### src/rtl/seq_alu_if.sv
// Handshake and operand/result bundle between the control unit and seq_alu.
// The master drives operands and START; the slave (the ALU) returns result and status.
interface seq_alu_if;
  logic [7:0] data1;
  logic [7:0] data2;
  logic [2:0] select;
  logic       start;
  logic [7:0] result;
  logic       zero;
  logic       busy;
  logic       done;

  modport master (
    output data1, data2, select, start,
    input  result, zero, busy, done
  );

  modport slave (
    input  data1, data2, select, start,
    output result, zero, busy, done
  );
endinterface

### src/rtl/seq_alu.sv
// Multi-cycle 8-bit execution unit: logic ops finish on the acceptance edge,
// MUL and shifts iterate one step per clock, with a START/BUSY/DONE handshake.
module seq_alu (
  input  logic      clk_i,
  input  logic      rst_ni,
  seq_alu_if.slave  bus
);

  typedef enum logic [1:0] {
    ST_IDLE = 2'd0,
    ST_EXEC = 2'd1,
    ST_DONE = 2'd2
  } state_e;

  localparam logic [2:0] OP_FWD = 3'd0;
  localparam logic [2:0] OP_ADD = 3'd1;
  localparam logic [2:0] OP_AND = 3'd2;
  localparam logic [2:0] OP_OR  = 3'd3;
  localparam logic [2:0] OP_MUL = 3'd4;
  localparam logic [2:0] OP_SLL = 3'd5;
  localparam logic [2:0] OP_SRA = 3'd6;
  localparam logic [2:0] OP_ROR = 3'd7;

  state_e     state_q, state_d;
  logic [2:0] op_q, op_d;
  logic [7:0] work_q, work_d;
  logic [7:0] mplr_q, mplr_d;
  logic [7:0] acc_q, acc_d;
  logic [3:0] cnt_q, cnt_d;
  logic [7:0] result_q, result_d;
  logic       zero_q, zero_d;
  logic       busy_q, busy_d;
  logic       done_q, done_d;

  logic [3:0] amt_s;
  logic [7:0] acc_step_s;
  logic [7:0] step_s;

  // SLL/SRA saturate at 8 steps; ROR only uses the low three bits
  function automatic logic [3:0] shift_amount(input logic [2:0] op, input logic [7:0] b);
    logic [3:0] amt;
    if (op == OP_ROR) begin
      amt = {1'b0, b[2:0]};
    end else if (b[7:3] != 5'd0) begin
      amt = 4'd8;
    end else begin
      amt = {1'b0, b[2:0]};
    end
    return amt;
  endfunction

  function automatic logic [7:0] single_op(input logic [2:0] op, input logic [7:0] a,
                                           input logic [7:0] b);
    logic [7:0] r;
    case (op)
      OP_FWD:  r = b;
      OP_ADD:  r = a + b;
      OP_AND:  r = a & b;
      OP_OR:   r = a | b;
      default: r = a;
    endcase
    return r;
  endfunction

  function automatic logic [7:0] shift_step(input logic [2:0] op, input logic [7:0] w);
    logic [7:0] r;
    case (op)
      OP_SLL:  r = {w[6:0], 1'b0};
      OP_SRA:  r = {w[7], w[7:1]};
      OP_ROR:  r = {w[0], w[7:1]};
      default: r = w;
    endcase
    return r;
  endfunction

  // Next-state and datapath control
  always_comb begin
    state_d    = state_q;
    op_d       = op_q;
    work_d     = work_q;
    mplr_d     = mplr_q;
    acc_d      = acc_q;
    cnt_d      = cnt_q;
    result_d   = result_q;
    zero_d     = zero_q;
    amt_s      = shift_amount(bus.select, bus.data2);
    acc_step_s = mplr_q[0] ? (acc_q + work_q) : acc_q;
    step_s     = 8'd0;

    case (state_q)
      ST_IDLE: begin
        if (bus.start) begin
          op_d   = bus.select;
          work_d = bus.data1;
          mplr_d = bus.data2;
          if (bus.select == OP_MUL) begin
            acc_d   = 8'd0;
            cnt_d   = 4'd8;
            state_d = ST_EXEC;
          end else if (bus.select[2] == 1'b1) begin
            if (amt_s == 4'd0) begin
              result_d = bus.data1;
              zero_d   = (bus.data1 == 8'd0);
              state_d  = ST_DONE;
            end else begin
              cnt_d   = amt_s;
              state_d = ST_EXEC;
            end
          end else begin
            result_d = single_op(bus.select, bus.data1, bus.data2);
            zero_d   = (single_op(bus.select, bus.data1, bus.data2) == 8'd0);
            state_d  = ST_DONE;
          end
        end else begin
          state_d = ST_IDLE;
        end
      end
      ST_EXEC: begin
        cnt_d = cnt_q - 4'd1;
        if (op_q == OP_MUL) begin
          acc_d  = acc_step_s;
          work_d = {work_q[6:0], 1'b0};
          mplr_d = {1'b0, mplr_q[7:1]};
          step_s = acc_step_s;
        end else begin
          work_d = shift_step(op_q, work_q);
          step_s = shift_step(op_q, work_q);
        end
        if (cnt_q == 4'd1) begin
          result_d = step_s;
          zero_d   = (step_s == 8'd0);
          state_d  = ST_DONE;
        end else begin
          state_d = ST_EXEC;
        end
      end
      ST_DONE: begin
        state_d = ST_IDLE;
      end
      default: begin
        state_d = ST_IDLE;
      end
    endcase

    busy_d = (state_d != ST_IDLE);
    done_d = (state_d == ST_DONE);
  end

  // State and output registers
  always_ff @(posedge clk_i or negedge rst_ni) begin
    if (!rst_ni) begin
      state_q  <= ST_IDLE;
      op_q     <= 3'd0;
      work_q   <= 8'd0;
      mplr_q   <= 8'd0;
      acc_q    <= 8'd0;
      cnt_q    <= 4'd0;
      result_q <= 8'd0;
      zero_q   <= 1'b1;
      busy_q   <= 1'b0;
      done_q   <= 1'b0;
    end else begin
      state_q  <= state_d;
      op_q     <= op_d;
      work_q   <= work_d;
      mplr_q   <= mplr_d;
      acc_q    <= acc_d;
      cnt_q    <= cnt_d;
      result_q <= result_d;
      zero_q   <= zero_d;
      busy_q   <= busy_d;
      done_q   <= done_d;
    end
  end

  assign bus.result = result_q;
  assign bus.zero   = zero_q;
  assign bus.busy   = busy_q;
  assign bus.done   = done_q;

endmodule

### src/flat_wrapper.sv
// flat-port wrapper written by rule: the top's interface ports become plain ports
module seq_alu_flat 
  (clk_i, rst_ni, bus_data1, bus_data2, bus_select, bus_start, bus_result, bus_zero, bus_busy, bus_done);
  seq_alu_if bus_i ();
  input  logic clk_i;
  input  logic rst_ni;
  input wire logic [$bits(bus_i.data1)-1:0] bus_data1;
  input wire logic [$bits(bus_i.data2)-1:0] bus_data2;
  input wire logic [$bits(bus_i.select)-1:0] bus_select;
  input wire logic [$bits(bus_i.start)-1:0] bus_start;
  output wire logic [$bits(bus_i.result)-1:0] bus_result;
  output wire logic [$bits(bus_i.zero)-1:0] bus_zero;
  output wire logic [$bits(bus_i.busy)-1:0] bus_busy;
  output wire logic [$bits(bus_i.done)-1:0] bus_done;
  assign bus_i.data1 = bus_data1;
  assign bus_i.data2 = bus_data2;
  assign bus_i.select = bus_select;
  assign bus_i.start = bus_start;
  assign bus_result = bus_i.result;
  assign bus_zero = bus_i.zero;
  assign bus_busy = bus_i.busy;
  assign bus_done = bus_i.done;
  seq_alu u_core (.clk_i(clk_i), .rst_ni(rst_ni), .bus(bus_i));
endmodule
### config.mk
export PLATFORM = sky130hd
export DESIGN_NAME = seq_alu_flat
export DESIGN_NICKNAME = d
export VERILOG_FILES = /design/src/rtl/seq_alu_if.sv /design/src/rtl/seq_alu.sv /design/src/flat_wrapper.sv
export SDC_FILE = /design/constraint.sdc
export NUM_CORES = 1
export LEC_CHECK = 0
export CORE_ASPECT_RATIO = 1.2
export CORE_MARGIN = 2
export CORE_UTILIZATION = 46
export CTS_CLUSTER_DIAMETER = 60
export DETAILED_ROUTE_END_ITERATION = 16
export PLACE_DENSITY = 0.63
export SYNTH_ARGS = -nofsm -noshare
export SYNTH_HDL_FRONTEND = slang
export SYNTH_SLANG_ARGS = --single-unit
### constraint.sdc
create_clock -name clk_i -period 3.65 [get_ports clk_i]
set_clock_uncertainty 0.15 [all_clocks]
set_input_delay 1.095 -clock clk_i [delete_from_list [all_inputs] [get_ports clk_i]]
set_output_delay 1.095 -clock clk_i [all_outputs]
set_load 0.01 [all_outputs]
==> results of run 1 <==
==> worst min-delay path: cells and delay by family, from the launching register on <==
kind,cells,cell delay [ps]
DFF,1,350
and+or+nand+nor,1,50
AOI/OAI and AO/OA,1,60
==> power by group <==
| part | switching (uW) | internal, uW | total, uW |
|---|---|---|---|
| Sequential | 277 | 713 | 990 |
| Combinational | 1090 | 849 | 1940 |
| Clock | 179 | 130 | 309 |
| Total | 1550 | 1690 | 3240 |
==> state kept, by name (all words and copies together) (netlist names), 2 cells and up <==
signal,cells
u_core.op_q,3
u_core.state_q,2
u_core.bus.result,8
u_core.acc_q,8
u_core.mplr_q,8
u_core.work_q,8
u_core.cnt_q,4
==> per-stage QoR <==
step           std cells  instance area [um2]  TNS [ps]
2_1_floorplan        429                 3540         0
3_3_place_gp         562                 4100     -6.16
3_5_place_dp         562                 4100     -60.1
4_1_cts              569                 4190         0
5_1_grt              569                 4190         0
6_report             569                 4190         0
==> synthesized netlist by cell type, types with 5 or more instances <==
cell type,number,area (um2)
nor2_1,44,165
nor3_1,8,40.0
dfrtp_1,43,1080
nand2_1,51,191
a31oi_1,14,87.6
ha_1,25,313
clkbuf_1,12,45.0
o21ai_0,35,175
a21oi_1,31,155
mux2_2,5,56.3
a32o_1,6,60.1
nand2b_1,5,31.3
xor2_1,5,43.8
a211oi_1,13,97.6
inv_1,27,101
mux2i_1,6,60.1
buf_2,6,30.0
nand3b_1,5,37.5
==> kinds of logic after synthesis <==
family                   count (synthesis)  synth area share
AO/OA/AOI/OAI                          141             0.269
AND/OR/NAND/NOR                        143             0.190
multiplexers                            13            0.0455
flip-flops                              44             0.311
adder cells (fa/ha/maj)                 28             0.103
buffers and inverters                   51            0.0593
XOR/XNOR                                 9            0.0222
==> worst paths after layout <==
path	from	endpoint	slack, ps
worst max-delay path	bus_data2[0]	u_core.bus.zero$_DFFE_PN1P_	240
worst min-delay path	u_core.mplr_q[4]$_DFFE_PN0P_	u_core.mplr_q[4]$_DFFE_PN0P_	340
worst max register to register	u_core.work_q[0]$_DFFE_PN0P_	u_core.bus.zero$_DFFE_PN1P_	770
worst min register to register	u_core.mplr_q[4]$_DFFE_PN0P_	u_core.mplr_q[4]$_DFFE_PN0P_	340
max in group asynchronous	rst_ni	u_core.mplr_q[6]$_DFFE_PN0P_	1920
min in group asynchronous	rst_ni	u_core.work_q[7]$_DFFE_PN0P_	800
==> area by class of cell <==
type	count	area share
well taps	92	0.0275
flip-flops and latches	44	0.263
repair buffers	62	0.129
clock inverters	2	0.00299
multi-input cells	334	0.534
inverters	30	0.0269
clock buffers	5	0.0164
==> layer usage <==
layer  track usage  part of all wire
met1         0.306              0.42
met2         0.455              0.52
met5             0                 0
met3        0.0280             0.033
met4        0.0955             0.027
==> impl_summary.log, run 1 <==
[metrics] outcome: finished clean
[metrics] PostCTS Resize Cnt: 0
[metrics] minimum setup slack in the final design: 241 ps
[metrics] instance count of the mapped netlist: around 430
[metrics] drt first pass iters: 4
[metrics] share of flip-flops with an asynchronous set or reset: 1.00
[metrics] maximum count of clock buffers along a single path: 2
[metrics] clock-pin slew of the registers on the worst-case setup and hold paths: 80 ps
[metrics] proportion of layout cells with a drive suffix above 1: 0.126
[metrics] clock root buffer master: clkbuf_8
[metrics] number of H-tree levels: 2
[metrics] fraction of the cycle the final worst path needs: 0.934
[metrics] die width: 84.1 um
[metrics] clock sink total: 44
[metrics] area enclosed by the die boundary: 8420 um2
[metrics] Critical Path Max Stage Delay: 460 ps
[metrics] fraction of the core area covered by cells at the end of the flow: 0.552
[metrics] synth unique cells: between 60 and 70
[metrics] Synth Area per Inst: 8.26 um2
[metrics] number of rows created at floorplan: 35
[metrics] warnings from Yosys: 0
[metrics] Slowest-stage cell, CP: clkdlybuf4s50_1
[metrics] Worst setup SP type: primary input
[metrics] worst slack on hold paths: 337 ps
[metrics] leading cell type in the layout, fill and taps excluded: nand2_1
[metrics] number of port buffers: 32
[metrics] antenna viol nets, final: 0
[metrics] reported max-cap violation count: 0
[metrics] count of nets after finishing: about 530
[metrics] initial antenna violation count: 0
[metrics] Worst Setup End Kind: register
[metrics] RSZ-0062 raised after global routing: no
[metrics] number of buffers inserted by hold repair at cts: 0
[metrics] clock latency of the later-clocked register in the worst-skew pair: about 310 ps
[metrics] pre-CTS setup slack: -43.0 ps
[metrics] area grow syn2layout: 18.1%
[metrics] clock buffer count from CTS: 5
[metrics] tightest slew margin relative to the limit: 0.325
[metrics] Leak Pwr: 0.00188 uW
[metrics] Post-synth top flop: dfrtp_1
[metrics] multi-input logic area: 2230 um2
[metrics] antenna fix cells: 0
[metrics] area of all sequential standard cells: 1100 um2
[metrics] worst-margin pin slew: 1010 ps
[metrics] clock period minus final worst setup slack: 3410 ps
[metrics] number of global-route vias before repair: 3358
[metrics] hold crit path type: reg2reg
[metrics] first-pass GRT wire length: roughly 17 mm
[metrics] top library cells by usage in the layout, fill and taps aside: nand2_1, nor2_1, dfrtp_1
[metrics] initial core utilization: 0.468
[metrics] crit path max fanout: 3
[metrics] flip-flop and latch count after synthesis: 44
[metrics] number of enable-type register cells in the synthesized netlist: 0
[metrics] overflow left after global routing: 0
[metrics] post-detailed-placement half-perimeter wirelength: 7.89 mm
[metrics] Worst Path Arrival: 3500 ps
[metrics] depth of the most critical reg-to-reg path: 10
[metrics] Routed WL per cell: 17.8 um
[metrics] die outline height: 100 um
[metrics] WL final: 10.1 mm
[metrics] number of remaining DRC errors: 0
[metrics] pwr dens: around 770 nW/um2
[metrics] path length in cells of the critical path: 11
[metrics] family with the most delay on the worst path: compound AO/OA/AOI/OAI gates
[metrics] Finish-stage setup viols: 0
[metrics] count of final hold-check violations: 0
[metrics] post-detailed-route via-to-cell ratio: 5.87
[metrics] post-CTS setup buffer count: 0
[metrics] post-synthesis instance area: between 3000 and 4000 um2
[metrics] achievable frequency: ~290 MHz
[metrics] clock tree from TritonCTS: built
[metrics] total power: 3240 uW
[metrics] share of the yosys chip area belonging to registers: 0.311
[metrics] worst endpoint required time: 3740 ps
[metrics] maximum number of pins on one net before global-route repair: 45
[metrics] maximum vdd drop: 0.467 mV
[metrics] Post-Synthesis Net Count: roughly 480
[metrics] number of filler cells placed in the layout: 769
[metrics] Crit path buffers/inverters: 1
[metrics] ordered cell list for the critical path: clkdlybuf4s50_1, ha_1, fa_1, a211oi_1, nor3b_1, o21ai_0, and4bb_2, nand4_1, nor2_1, a31oi_1, a21oi_1
[metrics] routability cong.: approximately 0.92
[metrics] Core Box Area: 7580 um2
[metrics] count of vias placed by the detailed router: approximately 3300
[metrics] overall track demand over capacity in global routing: 0.251
[metrics] first-iteration detailed-routing DRC count: around 190
[metrics] Slew Viols, Final: 0
[metrics] number of stages on the worst hold path: 2
[metrics] number of primary I/O pins: 33
[metrics] CP Class: in2reg
(Power assumes the default switching activity.)
==> run 2, diff against run 1 <==
--- a/config.mk
+++ b/config.mk
@@ -6,7 +6,7 @@
 export NUM_CORES = 1
 export LEC_CHECK = 0
 export CORE_ASPECT_RATIO = 1.2
-export CORE_MARGIN = 2
+export CORE_MARGIN = 8
 export CORE_UTILIZATION = 46
 export CTS_CLUSTER_DIAMETER = 60
 export DETAILED_ROUTE_END_ITERATION = 16
==> impl_summary.log, run 2 (synthesis gave the netlist of run 1 again) <==
[metrics] initial antenna violation count: 0 (unchanged)
[metrics] cell area after layout: 4190 um2 (about the same)
[metrics] clock period minus final worst setup slack: 3390 ps (was 3410 ps)
[metrics] Slowest-stage cell, CP: clkdlybuf4s50_1 (unchanged)
[metrics] Crit path buffers/inverters: 1 (unchanged)
[metrics] achievable frequency: 295 MHz (was 293 MHz)
[metrics] FF-to-FF setup slack: 730 ps (was 770 ps)
[metrics] number of stages on the worst hold path: 1 (was 2)
[metrics] Finish-stage setup viols: 0 (unchanged)
[metrics] internal power: 1690 uW (about the same)
[metrics] RSZ-0062 raised after global routing: no (unchanged)
[metrics] Routed WL per cell: 18.0 um (was 17.8 um)
[metrics] clock sink total: 44 (unchanged)
[metrics] clock latency of the later-clocked register in the worst-skew pair: 300 ps (was 310 ps)
[metrics] number of remaining DRC errors: 0 (unchanged)
[metrics] area enclosed by the die boundary: 10800 um2 (was 8420 um2)
[metrics] area grow syn2layout: 18.3% (was 18.1%)
[metrics] clock tree from TritonCTS: built (unchanged)
[metrics] Core Box Area: 7580 um2 (unchanged)
[metrics] routability cong.: 0.931 (was 0.922)
[metrics] placed instance area: 4110 um2 (was 4100 um2)
[metrics] met2 usage in global routing: 0.346 (was 0.455)
[metrics] count of vias placed by the detailed router: 3347 (was 3342)
[metrics] fraction of power consumed by combinational cells: 0.600 (was 0.599)
[metrics] Slew Viols, Final: 0 (unchanged)
[metrics] leading cell type in the layout, fill and taps excluded: nand2_1 (unchanged)
[metrics] worst slack on hold paths: 335 ps (was 337 ps)
[metrics] Worst Setup End Kind: register (unchanged)
[metrics] Worst Path Arrival: 3470 ps (was 3500 ps)
[metrics] clock-pin slew of the registers on the worst-case setup and hold paths: 80 ps (about the same)
[metrics] post-detailed-placement half-perimeter wirelength: 8.08 mm (was 7.89 mm)
[metrics] initial core utilization: 0.468 (unchanged)
[metrics] first-iteration detailed-routing DRC count: 230 (was 193)
[metrics] maximum count of clock buffers along a single path: 2 (unchanged)
[metrics] maximum number of pins on one net before global-route repair: 45 (unchanged)
[metrics] number of buffers inserted by hold repair at cts: 0 (unchanged)
[metrics] crit path max fanout: 4 (was 3)
[metrics] first-pass GRT wire length: 17.0 mm (was 16.9 mm)
[metrics] Critical Path Max Stage Delay: 460 ps (about the same)
[metrics] CP Class: in2reg (unchanged)
[metrics] pre-CTS setup slack: -41.6 ps (was -43.0 ps)
[metrics] summed negative setup slack over all endpoints: 0 ps (unchanged)
[metrics] met1 track demand over resource in global routing: 0.234 (was 0.306)
[metrics] hold crit path type: reg2reg (unchanged)
[metrics] Switch Pwr: 1530 uW (was 1550 uW)
[metrics] antenna viol nets, final: 0 (unchanged)
[metrics] fraction of the cycle the final worst path needs: 0.929 (was 0.934)
[metrics] number of H-tree levels: 2 (unchanged)
[metrics] top library cells by usage in the layout, fill and taps aside: nand2_1, nor2_1, dfrtp_1 (unchanged)
[metrics] WL final: 10.2 mm (was 10.1 mm)
[metrics] worst-margin pin slew: 1010 ps (about the same)
[metrics] layer carrying the most global-route usage: met2 (unchanged)
[metrics] clock buffer count from CTS: 5 (unchanged)
[metrics] post-detailed-route via-to-cell ratio: 5.87 (about the same)
[metrics] clock network power share: 0.094 (was 0.095)
[metrics] ordered cell list for the critical path: clkdlybuf4s50_1, ha_1, fa_1, a211oi_1, nor3b_1, nor4_1, and4bb_2, nand4_1, nor2_1, a31oi_1, a21oi_1 (was clkdlybuf4s50_1, ha_1, fa_1, a211oi_1, nor3b_1, o21ai_0, and4bb_2, nand4_1, nor2_1, a31oi_1, a21oi_1)
[metrics] worst endpoint required time: 3720 ps (was 3740 ps)
[metrics] post-CTS setup buffer count: 0 (unchanged)
[metrics] overflow left after global routing: 0 (unchanged)
[metrics] minimum setup slack in the final design: 258 ps (was 241 ps)
[metrics] count of final hold-check violations: 0 (unchanged)
[metrics] tightest slew margin relative to the limit: 0.329 (was 0.325)
[metrics] proportion of layout cells with a drive suffix above 1: 0.128 (was 0.126)
[metrics] number of primary I/O pins: 33 (unchanged)
[metrics] switching share of power: 0.475 (was 0.478)
[metrics] die width: 96.1 um (was 84.1 um)
[metrics] share of power burned in registers: 0.306 (about the same)
[metrics] outcome: finished clean (unchanged)
[metrics] number of global-route vias before repair: 3376 (was 3358)
[metrics] depth of the most critical reg-to-reg path: 10 (unchanged)
[metrics] path length in cells of the critical path: 11 (unchanged)
[metrics] number of rows created at floorplan: 35 (unchanged)
[metrics] count of nets after finishing: 527 (was 526)
[metrics] drt first pass iters: 4 (unchanged)
[metrics] pwr dens: 768 nW/um2 (was 774 nW/um2)
[metrics] Leak Pwr: 0.00189 uW (was 0.00188 uW)
[metrics] GRT met3 Usage: 0.0240 (was 0.0280)
[metrics] maximum vdd drop: 0.483 mV (was 0.467 mV)
[metrics] overall track demand over capacity in global routing: 0.199 (was 0.251)
[metrics] die outline height: 112 um (was 100 um)
[metrics] Worst setup SP type: primary input (unchanged)
[metrics] PostCTS Resize Cnt: 0 (unchanged)
[metrics] reported max-cap violation count: 0 (unchanged)
[metrics] number of port buffers: 32 (unchanged)
[metrics] antenna fix cells: 0 (unchanged)
[metrics] family with the most delay on the worst path: simple AND/OR/NAND/NOR gates (was compound AO/OA/AOI/OAI gates)
[metrics] clock root buffer master: clkbuf_8 (unchanged)
[run 2: worst paths after layout]
path | start | endpoint
setup reg to reg | u_core.work_q[0]$_DFFE_PN0P_ | u_core.bus.zero$_DFFE_PN1P_
max in group asynchronous | rst_ni | u_core.mplr_q[3]$_DFFE_PN0P_
hold / removal | u_core.bus.result[2]$_DFFE_PN0P_ | u_core.bus.result[2]$_DFFE_PN0P_
setup / recovery | bus_data2[0] | u_core.bus.zero$_DFFE_PN1P_
hold reg to reg | u_core.bus.result[2]$_DFFE_PN0P_ | u_core.bus.result[2]$_DFFE_PN0P_
min in group asynchronous | rst_ni | u_core.work_q[0]$_DFFE_PN0P_
[run 2: layout make-up]
class	instances	area (um2)
inverter	30	113
tap	92	115
fill	736	3380
sequential	44	1100
clock inverter	2	12.5
clock buffer	5	68.8
timing repair buffer	63	548
multi-input combinational	334	2230
[run 2: per-stage QoR]
stage / power [uW] / std cells / utilization
after global routing: 3510 / 570 / 0.553
after global placement: 2880 / 563 / 0.543
final: 3220 / 570 / 0.553
after CTS: 3220 / 570 / 0.553
after detailed placement: 2910 / 563 / 0.543
after floorplan: 2290 / 429 / -
[run 2: worst reg2reg max path, stage by stage (launching register included)]
cell,delay [ps]
dfrtp_1,480
ha_1,260
fa_1,480
a21o_1,210
a21oi_1,280
nor4_1,90
or3_1,410
nor2_1,110
and3_1,160
a31oi_1,90
a21oi_1,130
[run 2: power by group through the flow]
stage / sequential [uW] / clock [uW] / combinational, uW
6_report: 986 / 304 / 1930
5_1_grt: 1010 / 331 / 2170
4_1_cts: 982 / 310 / 1930
3_5_place_dp: 992 / 0 / 1920
3_3_place_gp: 987 / 0 / 1890
2_1_floorplan: 899 / 0 / 1390
[run 2: layer usage]
| layer | wire, um | vias to the layer above |
|---|---|---|
| met3 | 340 | 23 |
| met5 | 0 | - |
| met4 | 292 | 0 |
| li1 | - | 1659 |
| met2 | 5290 | 84 |
| met1 | 4320 | 1581 |
==> run 3, diff against run 2 <==
==> constraint.sdc (replaced) <==
create_clock -name clk_i -period 3.7 [get_ports clk_i]
set_clock_uncertainty 0.15 [all_clocks]
set_input_delay 1.11 -clock clk_i [delete_from_list [all_inputs] [get_ports clk_i]]
set_output_delay 1.11 -clock clk_i [all_outputs]
set_load 0.01 [all_outputs]
==> impl_summary.log, run 3 (synthesis gave the netlist of run 1 again) <==
[metrics] clock network power share: 0.122 (was 0.094)
[metrics] number of global-route vias before repair: 3352 (was 3376)
[metrics] initial core utilization: 0.468 (unchanged)
[metrics] count of final hold-check violations: 0 (unchanged)
[metrics] number of rows created at floorplan: 35 (unchanged)
[metrics] Worst Path Arrival: 3490 ps (was 3470 ps)
[metrics] tightest slew margin relative to the limit: 0.316 (was 0.329)
[metrics] switching share of power: 0.468 (was 0.475)
[metrics] top library cells by usage in the layout, fill and taps aside: nand2_1, nor2_1, dfrtp_1 (unchanged)
[metrics] Slew Viols, Final: 0 (unchanged)
[metrics] post-detailed-placement half-perimeter wirelength: 8.22 mm (was 8.08 mm)
[metrics] PostCTS Resize Cnt: 0 (unchanged)
[metrics] capture point of the critical path: u_core.bus.zero$_DFFE_PN1P_ (unchanged)
[metrics] area grow syn2layout: 18.4% (was 18.3%)
[metrics] fraction of the cycle the final worst path needs: 0.921
[metrics] clock buffer count from CTS: 5 (unchanged)
[metrics] first-iteration detailed-routing DRC count: 164 (was 230)
[metrics] proportion of layout cells with a drive suffix above 1: 0.120 (was 0.128)
[metrics] leading cell type in the layout, fill and taps excluded: nand2_1 (unchanged)
[metrics] worst-margin pin slew: 1030 ps (was 1010 ps)
[metrics] worst endpoint required time: 3780 ps (was 3720 ps)
[metrics] share of power burned in registers: 0.305 (was 0.306)
[metrics] drt first pass iters: 5 (was 4)
[metrics] overall track demand over capacity in global routing: 0.204 (was 0.199)
[metrics] clock sink total: 44 (unchanged)
[metrics] outcome: finished clean (unchanged)
[metrics] Routed WL per cell: 18.5 um (was 18.0 um)
[metrics] pwr dens: 783 nW/um2 (was 768 nW/um2)
[metrics] Crit path buffers/inverters: 1 (unchanged)
[metrics] first-pass GRT wire length: 17.2 mm (was 17.0 mm)
[metrics] maximum vdd drop: 0.436 mV (was 0.483 mV)
[metrics] number of primary I/O pins: 33 (unchanged)
[metrics] critical register-to-register path startpoint: u_core.work_q[0]$_DFFE_PN0P_ (unchanged)
[metrics] antenna fix cells: 0 (unchanged)
[metrics] Worst Setup End Kind: register (unchanged)
[metrics] number of remaining DRC errors: 0 (unchanged)
[metrics] die width: 96.1 um (unchanged)
[metrics] maximum number of pins on one net before global-route repair: 45 (unchanged)
[metrics] Leak Pwr: 0.00188 uW (was 0.00189 uW)
[metrics] FF-to-FF setup slack: 720 ps (was 730 ps)
[metrics] WL final: 10.5 mm (was 10.2 mm)
[metrics] count of vias placed by the detailed router: 3326 (was 3347)
[metrics] pre-CTS setup slack: -25.2 ps (was -41.6 ps)
[metrics] post-CTS setup buffer count: 0 (unchanged)
[metrics] Switch Pwr: 1540 uW (was 1530 uW)
[metrics] die outline height: 112 um (unchanged)
[metrics] minimum setup slack in the final design: 291 ps (was 258 ps)
[metrics] achievable frequency: 293 MHz
[metrics] Critical Path Max Stage Delay: 480 ps (was 460 ps)
[metrics] path length in cells of the critical path: 11 (unchanged)
[metrics] number of H-tree levels: 2 (unchanged)
[metrics] placed instance area: 4070 um2 (was 4110 um2)
[metrics] clock tree from TritonCTS: built (unchanged)
[metrics] clock latency of the later-clocked register in the worst-skew pair: 300 ps (about the same)
[metrics] RSZ-0062 raised after global routing: no (unchanged)
[metrics] Core Box Area: 7580 um2 (unchanged)
[metrics] Finish-stage setup viols: 0 (unchanged)
[metrics] Slowest-stage cell, CP: clkdlybuf4s50_1 (unchanged)
[metrics] startpoint of the most critical setup path: bus_data2[0] (unchanged)
[metrics] reported max-cap violation count: 0 (unchanged)
[metrics] antenna viol nets, final: 0 (unchanged)
[metrics] clock-pin slew of the registers on the worst-case setup and hold paths: 90 ps (was 80 ps)
[metrics] internal power: 1750 uW (was 1690 uW)
[metrics] post-detailed-route via-to-cell ratio: 5.88 (was 5.87)
[metrics] CP Class: in2reg (unchanged)
[metrics] Worst setup SP type: primary input (unchanged)
[metrics] number of filler cells placed in the layout: 745 (was 736)
[metrics] count of nets after finishing: 522 (was 527)
[metrics] crit path max fanout: 4 (unchanged)
[metrics] family with the most delay on the worst path: adder cells (was simple AND/OR/NAND/NOR gates)
[metrics] maximum count of clock buffers along a single path: 2 (unchanged)
[metrics] number of port buffers: 32 (unchanged)
[metrics] cell area after layout: 4200 um2 (was 4190 um2)
[metrics] number of buffers inserted by hold repair at cts: 0 (unchanged)
[metrics] fraction of power consumed by combinational cells: 0.573 (was 0.600)
[metrics] area enclosed by the die boundary: 10800 um2 (unchanged)
[metrics] initial antenna violation count: 0 (unchanged)
[metrics] overflow left after global routing: 0 (unchanged)
[metrics] ordered cell list for the critical path: clkdlybuf4s50_1, ha_1, fa_1, a211oi_1, nor3b_1, o21ai_0, and4bb_2, nand4_1, nor2_1, a31oi_1, a21oi_1 (was clkdlybuf4s50_1, ha_1, fa_1, a211oi_1, nor3b_1, nor4_1, and4bb_2, nand4_1, nor2_1, a31oi_1, a21oi_1)
[metrics] routability cong.: 0.896 (was 0.931)
[metrics] r2r endpoint: u_core.bus.zero$_DFFE_PN1P_ (unchanged)
[metrics] clock root buffer master: clkbuf_8 (unchanged)
[metrics] depth of the most critical reg-to-reg path: 10 (unchanged)
[metrics] clock period minus final worst setup slack: about 3400 ps
[metrics] hold crit path type: reg2reg (unchanged)
==> run 3: cell count changes in the layout (fill, tap and decap cells not counted) <==
cell,delta
bufinv_16,+1
clkinv_4,+1
clkinv_2,-1
buf_4,-5
clkinvlp_4,-1
clkbuf_8,+1
==> run 3: area by class of cell <==
class                      instances  area [um2]  share of cell area
clock buffer                       6        82.6              0.0197
clock inverter                     2        38.8             0.00925
inverter                          30         113              0.0268
multi-input combinational        334        2230               0.532
sequential                        44        1100               0.263
tap                               92         115              0.0274
timing repair buffer              58         510               0.122
==> run 3: how the worst min path moves through the flow <==
stage	start	end	slack, ps	depth (start not counted)
after floorplan	u_core.mplr_q[2]$_DFFE_PN0P_	u_core.mplr_q[2]$_DFFE_PN0P_	300	2
after global placement	u_core.bus.result[2]$_DFFE_PN0P_	u_core.bus.result[2]$_DFFE_PN0P_	320	1
after detailed placement	u_core.bus.result[2]$_DFFE_PN0P_	u_core.bus.result[2]$_DFFE_PN0P_	320	1
after CTS	u_core.bus.result[2]$_DFFE_PN0P_	u_core.bus.result[2]$_DFFE_PN0P_	340	1
after global routing	u_core.bus.result[2]$_DFFE_PN0P_	u_core.bus.result[2]$_DFFE_PN0P_	350	1
final	u_core.bus.result[2]$_DFFE_PN0P_	u_core.bus.result[2]$_DFFE_PN0P_	340	1
==> run 3: power by group through the flow <==
stage	Combinational (uW)	Sequential (uW)	Clock, uW
after floorplan	1370	887	0
after global placement	1830	998	0
after detailed placement	1860	1010	0
after CTS	1870	996	408
after global routing	2100	1030	420
final	1880	1000	400
==> run 3: per-layer routing <==
| metal | vias to the layer above | share of wire | global-route usage |
|---|---|---|---|
| met5 | - | 0 | 0 |
| met2 | 92 | 0.52 | 0.350 |
| met4 | 0 | 0.039 | 0.0946 |
| met3 | 26 | 0.033 | 0.0247 |
| met1 | 1562 | 0.41 | 0.242 |
| li1 | 1646 | - | - |
==> run 3: stage by stage <==
step / hold slack (ps) / total power, uW / setup TNS, ps / cells / utilization
detailed placement: 319 / 2870 / -25.2 / 558 / 0.538
finish: 335 / 3280 / 0 / 566 / 0.554
global route: 349 / 3560 / 0 / 566 / 0.554
global placement: 317 / 2830 / 0 / 558 / 0.538
floorplan: 300 / 2260 / 0 / 429 / -
CTS: 340 / 3280 / 0 / 566 / 0.554
